$ cat config.mk
export PLATFORM = sky130hd
export DESIGN_NAME = fb_mem_arbiter
export DESIGN_NICKNAME = d
export VERILOG_FILES = /design/src/rtl/gpu_pkg.sv /design/src/rtl/fb_mem_arbiter_rr_pick3.sv /design/src/rtl/fb_mem_arbiter.sv
export SDC_FILE = /design/constraint.sdc
export NUM_CORES = 1
export LEC_CHECK = 0
export CORE_ASPECT_RATIO = 0.9
export CORE_MARGIN = 2
export CORE_UTILIZATION = 37
export CTS_CLUSTER_DIAMETER = 80
export DETAILED_ROUTE_END_ITERATION = 16
export PLACE_DENSITY = 0.87
export SYNTH_ARGS = -nofsm -noshare
export SYNTH_HDL_FRONTEND = slang
export SYNTH_SLANG_ARGS = --single-unit
$ cat constraint.sdc
create_clock -name clk -period 3.58 [get_ports clk]
set_clock_uncertainty 0.05 [all_clocks]
set_input_delay 0.895 -clock clk [delete_from_list [all_inputs] [get_ports clk]]
set_output_delay 0.895 -clock clk [all_outputs]
set_load 0.01 [all_outputs]
$ cat src/rtl/gpu_pkg.sv
// Shared definitions for the pixel-engine side of the GPU: requester
// indices, arbiter state encoding and the frame-buffer pixel width.
package gpu_pkg;

    localparam int NUM_REQ   = 3;
    localparam int REQ_BLA   = 0;
    localparam int REQ_FILL  = 1;
    localparam int REQ_ALPHA = 2;

    localparam int PIXEL_W   = 24;

    typedef enum logic {
        ARB    = 1'b0,
        LOCKED = 1'b1
    } arb_state_t;

    // Requester index to one-hot vector; out-of-range indices map to zero.
    function automatic logic [NUM_REQ-1:0] idx_to_onehot(input logic [1:0] idx);
        logic [NUM_REQ-1:0] oh;
        case (idx)
            2'd0:    oh = 3'b001;
            2'd1:    oh = 3'b010;
            2'd2:    oh = 3'b100;
            default: oh = 3'b000;
        endcase
        return oh;
    endfunction

endpackage

$ cat src/rtl/fb_mem_arbiter_rr_pick3.sv
// Three-way round-robin selector: searches last+1, last+2, last (mod 3)
// and returns the first requester found as a one-hot grant and an index.
module rr_pick3
    import gpu_pkg::*;
(
    input  logic [2:0] req,
    input  logic [1:0] last,
    output logic [2:0] gnt,
    output logic [1:0] idx,
    output logic       found
);

    logic [1:0] ord0;
    logic [1:0] ord1;
    logic [1:0] ord2;

    // Rotate the search order so the most recent winner is checked last
    always_comb begin
        case (last)
            2'd0:    begin ord0 = 2'd1; ord1 = 2'd2; ord2 = 2'd0; end
            2'd1:    begin ord0 = 2'd2; ord1 = 2'd0; ord2 = 2'd1; end
            default: begin ord0 = 2'd0; ord1 = 2'd1; ord2 = 2'd2; end
        endcase

        found = 1'b1;
        if (|(req & idx_to_onehot(ord0))) begin
            idx = ord0;
        end else if (|(req & idx_to_onehot(ord1))) begin
            idx = ord1;
        end else if (|(req & idx_to_onehot(ord2))) begin
            idx = ord2;
        end else begin
            idx   = 2'd0;
            found = 1'b0;
        end

        gnt = found ? idx_to_onehot(idx) : 3'b000;
    end

endmodule

$ cat src/rtl/fb_mem_arbiter.sv
// Frame-buffer SRAM arbiter for the BLA, fill and alpha engines.
// Round-robin grant with an owner lock for read-modify-write, a registered
// SRAM command port and a fixed-latency tag pipeline that steers read
// returns back to the requester that issued them.
module fb_mem_arbiter
    import gpu_pkg::*;
#(
    parameter int ADDR_W = 19,
    parameter int DATA_W = PIXEL_W,
    parameter int RD_LAT = 2
) (
    input  logic                  clk,
    input  logic                  rst,
    input  logic [2:0]            req,
    input  logic [2:0]            we,
    input  logic [2:0]            lock,
    input  logic [3*ADDR_W-1:0]   addr,
    input  logic [3*DATA_W-1:0]   wdata,
    output logic [2:0]            gnt,
    output logic [2:0]            rvalid,
    output logic [DATA_W-1:0]     rdata,
    output logic                  mem_en,
    output logic                  mem_we,
    output logic [ADDR_W-1:0]     mem_addr,
    output logic [DATA_W-1:0]     mem_wdata,
    input  logic [DATA_W-1:0]     mem_rdata,
    output logic                  busy
);

    arb_state_t state;
    logic [1:0] last;
    logic [1:0] owner;

    logic [2:0] pick_gnt;
    logic [1:0] pick_idx;
    logic       pick_found;

    logic [1:0] gnt_idx;
    logic       gnt_any;
    logic       gnt_rd;

    // Read tag pipeline: stage 0 lines up with the registered command,
    // stage RD_LAT lines up with the SRAM read data.
    logic [RD_LAT:0]      tag_vld_p;
    logic [RD_LAT:0][1:0] tag_idx_p;

    rr_pick3 u_pick (
        .req   (req),
        .last  (last),
        .gnt   (pick_gnt),
        .idx   (pick_idx),
        .found (pick_found)
    );

    // Grant decode: round-robin while arbitrating, owner-only while locked
    always_comb begin
        gnt     = 3'b000;
        gnt_idx = pick_idx;
        gnt_any = 1'b0;
        if (!rst) begin
            if (state == ARB) begin
                gnt     = pick_gnt;
                gnt_any = pick_found;
            end else begin
                gnt_idx = owner;
                if (|(req & idx_to_onehot(owner))) begin
                    gnt     = idx_to_onehot(owner);
                    gnt_any = 1'b1;
                end
            end
        end
        gnt_rd = gnt_any && !we[gnt_idx];
    end

    // Arbiter FSM, round-robin pointer and registered SRAM command
    always_ff @(posedge clk) begin
        if (rst) begin
            state     <= ARB;
            last      <= 2'd2;
            owner     <= 2'd0;
            mem_en    <= 1'b0;
            mem_we    <= 1'b0;
            mem_addr  <= '0;
            mem_wdata <= '0;
        end else begin
            mem_en <= gnt_any;
            if (gnt_any) begin
                mem_we    <= we[gnt_idx];
                mem_addr  <= addr[int'(gnt_idx)*ADDR_W +: ADDR_W];
                mem_wdata <= wdata[int'(gnt_idx)*DATA_W +: DATA_W];
                last      <= gnt_idx;
            end
            case (state)
                ARB: begin
                    if (gnt_any && lock[gnt_idx]) begin
                        state <= LOCKED;
                        owner <= gnt_idx;
                    end
                end
                LOCKED: begin
                    if (gnt_any) begin
                        if (!lock[owner]) begin
                            state <= ARB;
                        end
                    end else if (!req[owner] && !lock[owner]) begin
                        state <= ARB;
                    end
                end
                default: state <= ARB;
            endcase
        end
    end

    // Tag valid bits: cleared on reset so in-flight reads are discarded
    always_ff @(posedge clk) begin
        if (rst) begin
            tag_vld_p <= '0;
        end else begin
            tag_vld_p[0] <= gnt_rd;
            for (int i = 1; i <= RD_LAT; i++) begin
                tag_vld_p[i] <= tag_vld_p[i-1];
            end
        end
    end

    // Tag requester index travels beside its valid bit
    always_ff @(posedge clk) begin
        tag_idx_p[0] <= gnt_idx;
        for (int i = 1; i <= RD_LAT; i++) begin
            tag_idx_p[i] <= tag_idx_p[i-1];
        end
    end

    assign rvalid = tag_vld_p[RD_LAT] ? idx_to_onehot(tag_idx_p[RD_LAT]) : 3'b000;
    assign rdata  = mem_rdata;
    assign busy   = (state == LOCKED) || (|tag_vld_p);

endmodule

Word-level counts from Yosys, hierarchy flattened

Index checks and enable logic that the tools add are counted.
W data, S select, Z words.

Register bits after elaboration: 59
Input port bits: 164
Output and inout port bits: 76

$mul: 2
Magnitude comparators: 2
Equal/unequal tests: 13
Shift operators: 2
Muxes and demuxes: 43
Bitwise operators: 5
Reduce and logical (&&, ||, !) cells: 20

Operators with widths:

| cell                  | number |
|---|---|
| $shiftx A72 B8 Y24    | 1 |
| $shiftx A57 B8 Y19    | 1 |
| $pmux W3 S3           | 6 |
| $mux W3               | 10 |
| $reduce_or A3 Y1      | 5 |
| $eq A2 B1 Y1 const B  | 7 |
| $logic_not A2 Y1      | 7 |
| $mux W1               | 14 |
| $and A3 B3 Y3         | 4 |
| $eq A2 B2 Y1 const B  | 6 |
| $pmux W2 S2           | 3 |
| $mux W2               | 5 |
| $bmux W1 S2           | 4 |
| $mul A2 B5 Y7 const B | 1 |
| $lt A2 B3 Y1 const B  | 2 |
| $mul A2 B2 Y4 const B | 1 |
| $logic_and A1 B1 Y1   | 3 |
| $logic_not A1 Y1      | 3 |
| $pmux W1 S2           | 1 |
| $reduce_and A2 Y1     | 1 |
| $logic_or A1 B1 Y1    | 1 |
| $not A1 Y1            | 1 |

Logic depth before layout (Yosys ltp)

Gate-level depths: netlist of run 1.

Word-level depth: 23
Mapped depth: 9

By module

From an unflattened synthesis of run 1, not the netlist that was laid out.

Cells, all modules: 352
Area total of the unflattened synthesis: 3239.4 um2

Modules (own cells, without submodules):

| module         | instances | cells each | area each (um2) | sequential area each (um2) |
|---|---|---|---|---|
| fb_mem_arbiter | 1         | 342        | 3161.8          | 1181.1 |
| rr_pick3       | 1         | 10         | 77.6            | 0.0 |

Least setup slack after synthesis of run 1

Ideal clock, no wire load.

Path kind: input -> output
Start point: input port req[0]
End point: output port gnt[2]
Data arrival time: 1840 ps
Data required time: 2635 ps
Path slack: 795 ps
Cell stages on the path: 5
Path buffers: 1
Cells stage by stage: buf_2 -> o21a_1 -> a211oi_1 -> a21oi_1 -> nor3b_1

Word-level cells in the longest chain between the ends: 10
Elaborated cells between the ends (all ways): 22
Classes of those cells: eq/ne (2); mux (11); bitwise (4); reduce/logical (5)

Ends and longest elaborated chain:

| element                              | RTL line                      | text |
|---|---|---|
| from (decl)                          | fb_mem_arbiter.sv:14          | `input logic [2:0] req,` |
| $and A3 B3 Y3                        | fb_mem_arbiter_rr_pick3.sv:30 | `end else if (\|(req & idx_to_onehot(ord2))) begin` |
| $reduce_or A3 Y1                     | fb_mem_arbiter_rr_pick3.sv:30 |  |
| $mux W2                              | fb_mem_arbiter_rr_pick3.sv:30 |  |
| $mux W2                              | fb_mem_arbiter_rr_pick3.sv:28 | `end else if (\|(req & idx_to_onehot(ord1))) begin` |
| $mux W2                              | fb_mem_arbiter_rr_pick3.sv:26 | `if (\|(req & idx_to_onehot(ord0))) begin` |
| $eq A2 B2 Y1 (tied with other cells) | gpu_pkg.sv:20                 | `case (idx)` |
| $pmux W3 S3                          | gpu_pkg.sv:20                 |  |
| $mux W3                              | fb_mem_arbiter_rr_pick3.sv:37 | `gnt = found ? idx_to_onehot(idx) : 3'b000;` |
| $mux W3 (*)                          | fb_mem_arbiter.sv:61          | `if (state == ARB) begin` |
| $mux W3 (*)                          | fb_mem_arbiter.sv:60          | `if (!rst) begin` |
| to (decl)                            | fb_mem_arbiter.sv:19          | `output logic [2:0] gnt,` |

Mark *: on every way between the ends. The rest lies on a longest branch, timed or not.

Final worst setup path of run 1

Start point: input port req[1]
End point: output port gnt[1]

Same word-level chain as after synthesis.

==> results of run 1 <==
worst paths after layout:
check	startpoint	cells after the start	end	slack (ns)
worst max-delay path	req[1]	5	gnt[1]	0.23
worst min-delay path	tag_idx_p[1]	0	tag_idx_p[3]	0.28
worst max register to register	state	7	mem_wdata[10]	1.34
worst min register to register	tag_idx_p[1]	0	tag_idx_p[3]	0.28
registers in the layout, indices dropped and copies added (netlist names):
signal and flops:
state 1, mem_we 1, tag_idx_p 6, mem_addr 19
owner 2, mem_wdata 24, mem_en 1, last 2
tag_vld_p 3
per-layer routing:
layer / vias up / track usage [%]
met4: 0 / 5.97
met5: - / 0
li1: 1650 / -
met1: 1610 / 26.4
met3: 20 / 6.16
met2: 162 / 40.3
kinds of logic (layout without fill, tap and decap cells):
logic type             after synthesis  in the layout  share of synthesized area, %
AO/OA/AOI/OAI                      119            119                          33.2
buffers and inverters               61            232                          11.5
flip-flops                          59             59                          37.7
AND/OR/NAND/NOR                    119            119                          16.6
multiplexers                         3              3                         0.959
area by class of cell:
class / count / share of cell area [%]
clock inverter: 6 / 1.72
sequential: 59 / 22.5
inverter: 6 / 0.429
timing repair buffer: 210 / 39.8
multi-input combinational: 241 / 30.8
tap: 99 / 2.36
clock buffer: 10 / 2.43
layout by cell type (no fill, tap or decap), types with 5 or more instances in the layout:
master	Yosys	routed
clkdlybuf4s50_1	0	187
nand2_1	83	83
nor2_1	13	12
a32o_1	38	38
o22ai_1	6	6
a21oi_1	6	5
buf_4	29	16
dfxtp_1	59	59
o22a_1	38	38
clkbuf_8	0	9
o21ai_0	5	5
per-stage QoR:
| step | std cells | hold WS (ns) | utilization, % |
|---|---|---|---|
| finish | 631 | 0.279 | 64.5 |
| CTS | 631 | 0.280 | 64.3 |
| floorplan | 361 | 0.260 | - |
| detailed placement | 615 | 0.264 | 61.6 |
| global route | 631 | 0.284 | 64.5 |
| global placement | 615 | 0.260 | 61.6 |
power by group:
part | switching, mW | leakage [nW] | internal (mW)
combinational | 0.323 | 1.46 | 0.453
sequential | 0.0603 | 0.490 | 0.754
clock | 0.265 | 0.106 | 0.393
timing repair:
item / in CTS / in global routing
resized for setup: 2 / 6
endpoints found under the setup margin: 1 / 1
setup buffers: 0 / 0
==> results.json, run 1 <==
{
  "status": "completed",
  "max_freq_mhz": 299,
  "pin_count": 240,
  "clk_latency_ns": 0.33,
  "clk_path_buf_depth": 2,
  "wirelength_um": 10500,
  "worstPathRequired_ns": 2.63,
  "wl_met2_um": 5320,
  "multi_input_area_um2": 1620,
  "fin_crit_ns": 3.35,
  "yosysSeqAreaShare_pct": 37.7,
  "coreArea_um2": 8150,
  "cp_cell_sequence": "clkdlybuf4s50_1, buf_4, buf_4, o2111a_1, clkdlybuf4s50_1",
  "cpLargestDelayFamily": "buffers and inverters",
  "synth-edff-count": 0,
  "die_w_um": 101,
  "gp_congestion": 0.989,
  "die_area_um2": 9220,
  "yosys_register_bits": 59,
  "fin_area_um2": 5250,
  "cts_max_level": 3,
  "diodes": 0,
  "cts_sinks": 59,
  "wl_met3_um": 959,
  "synth_warnings": 0,
  "grt_pass1_wl_um": 16500,
  "start_util_pct": 38.5,
  "p_per_area_nw_per_um2": 428,
  "endpoint_kind": "output port",
  "synth_ff_type": "dfxtp_1",
  "grt_use_total_pct": 22.6,
  "cts_hold_buf": 0,
  "m1WireLength_um": 4080,
  "syn_avg_cell_area_um2": 8.68,
  "max_slew_margin_pct": 64.1,
  "clk_pin_slew_ns": 0.07,
  "cp_slowest_cell": "clkdlybuf4s50_1",
  "synth_commonest_cells": "83 x nand2_1, 59 x dfxtp_1, 38 x a32o_1, 38 x o22a_1, 29 x buf_4",
  "yosys.area.top_type": "dfxtp_1",
  "synth_area_um2": 3130,
  "dr.max_layer_used": "met4",
  "synthCells": 361,
  "ant_nets": 0,
  "dp_worst_setup_slack_ns": -0.174,
  "critPathKind": "in2out",
  "overflow": 0,
  "die_height_um": 91.3,
  "drc": 0,
  "hold_viol_final": 0,
  "cts_tree": "done",
  "dr_total_vias": 3442,
  "antenna_found_initial": 0,
  "setup_ws_ns": 0.232,
  "dp_hpwl_um": 7980,
  "slew_violations": 0,
  "period_share_pct": 93.5,
  "cts-root-buf": "clkbuf_8",
  "grt_pass1_vias": 3458,
  "setup_viol": 0,
  "row_count": 31,
  "avgRoutedWirePerCell_um": 16.6,
  "crit_path_start_kind": "primary input",
  "path_max_fanout": 6,
  "ys_top_cells_by_area": "dfxtp_1 38%, a32o_1 12%, o22a_1 11%",
  "vdd_drop_max_v": 0.000236,
  "ys_types": 44,
  "async_flop_share_pct": 0,
  "finalPower_mw": 2.25,
  "max_slew.worst_pin.slew_ns": 0.539,
  "yosysMostFrequentCell": "nand2_1",
  "critical_path.max_stage_delay_ns": 0.54,
  "crit_buf_inv": 4,
  "finalSetupTns_ns": 0,
  "register_area_um2": 1180,
  "final_nets": 691,
  "synth_fp_nets": 525,
  "syn_to_final_growth_pct": 67.7,
  "n_fill_cell": 672,
  "min_path_type": "reg2reg",
  "place_area_um2": 5010,
  "leakagePower_nw": 2.06,
  "drive_gt1_share_pct": 8.83,
  "dr.first_iter.drc_count": 140,
  "portBuffers": 191,
  "synthDominantCellAreaShare_pct": 37.7,
  "maxCapViolCount": 0,
  "vias_per_cell": 5.45,
  "rsz0062_at_grt": "false",
  "cp.arrival_ns": 2.40,
  "drtPass1Iterations": 4,
  "grt_max_degree": 40,
  "numCtsBuffers": 9
}
(Power assumes the default switching activity.)
==> inputs of run 2 (changes only) <==
--- a/config.mk
+++ b/config.mk
@@ -5,6 +5,7 @@
 export SDC_FILE = /design/constraint.sdc
 export NUM_CORES = 1
 export LEC_CHECK = 0
+export ABC_AREA = 0
 export CORE_ASPECT_RATIO = 0.9
 export CORE_MARGIN = 2
 export CORE_UTILIZATION = 37
==> results of run 2 <==
The final DEF is identical to that of run 1; final timing and power are the same.
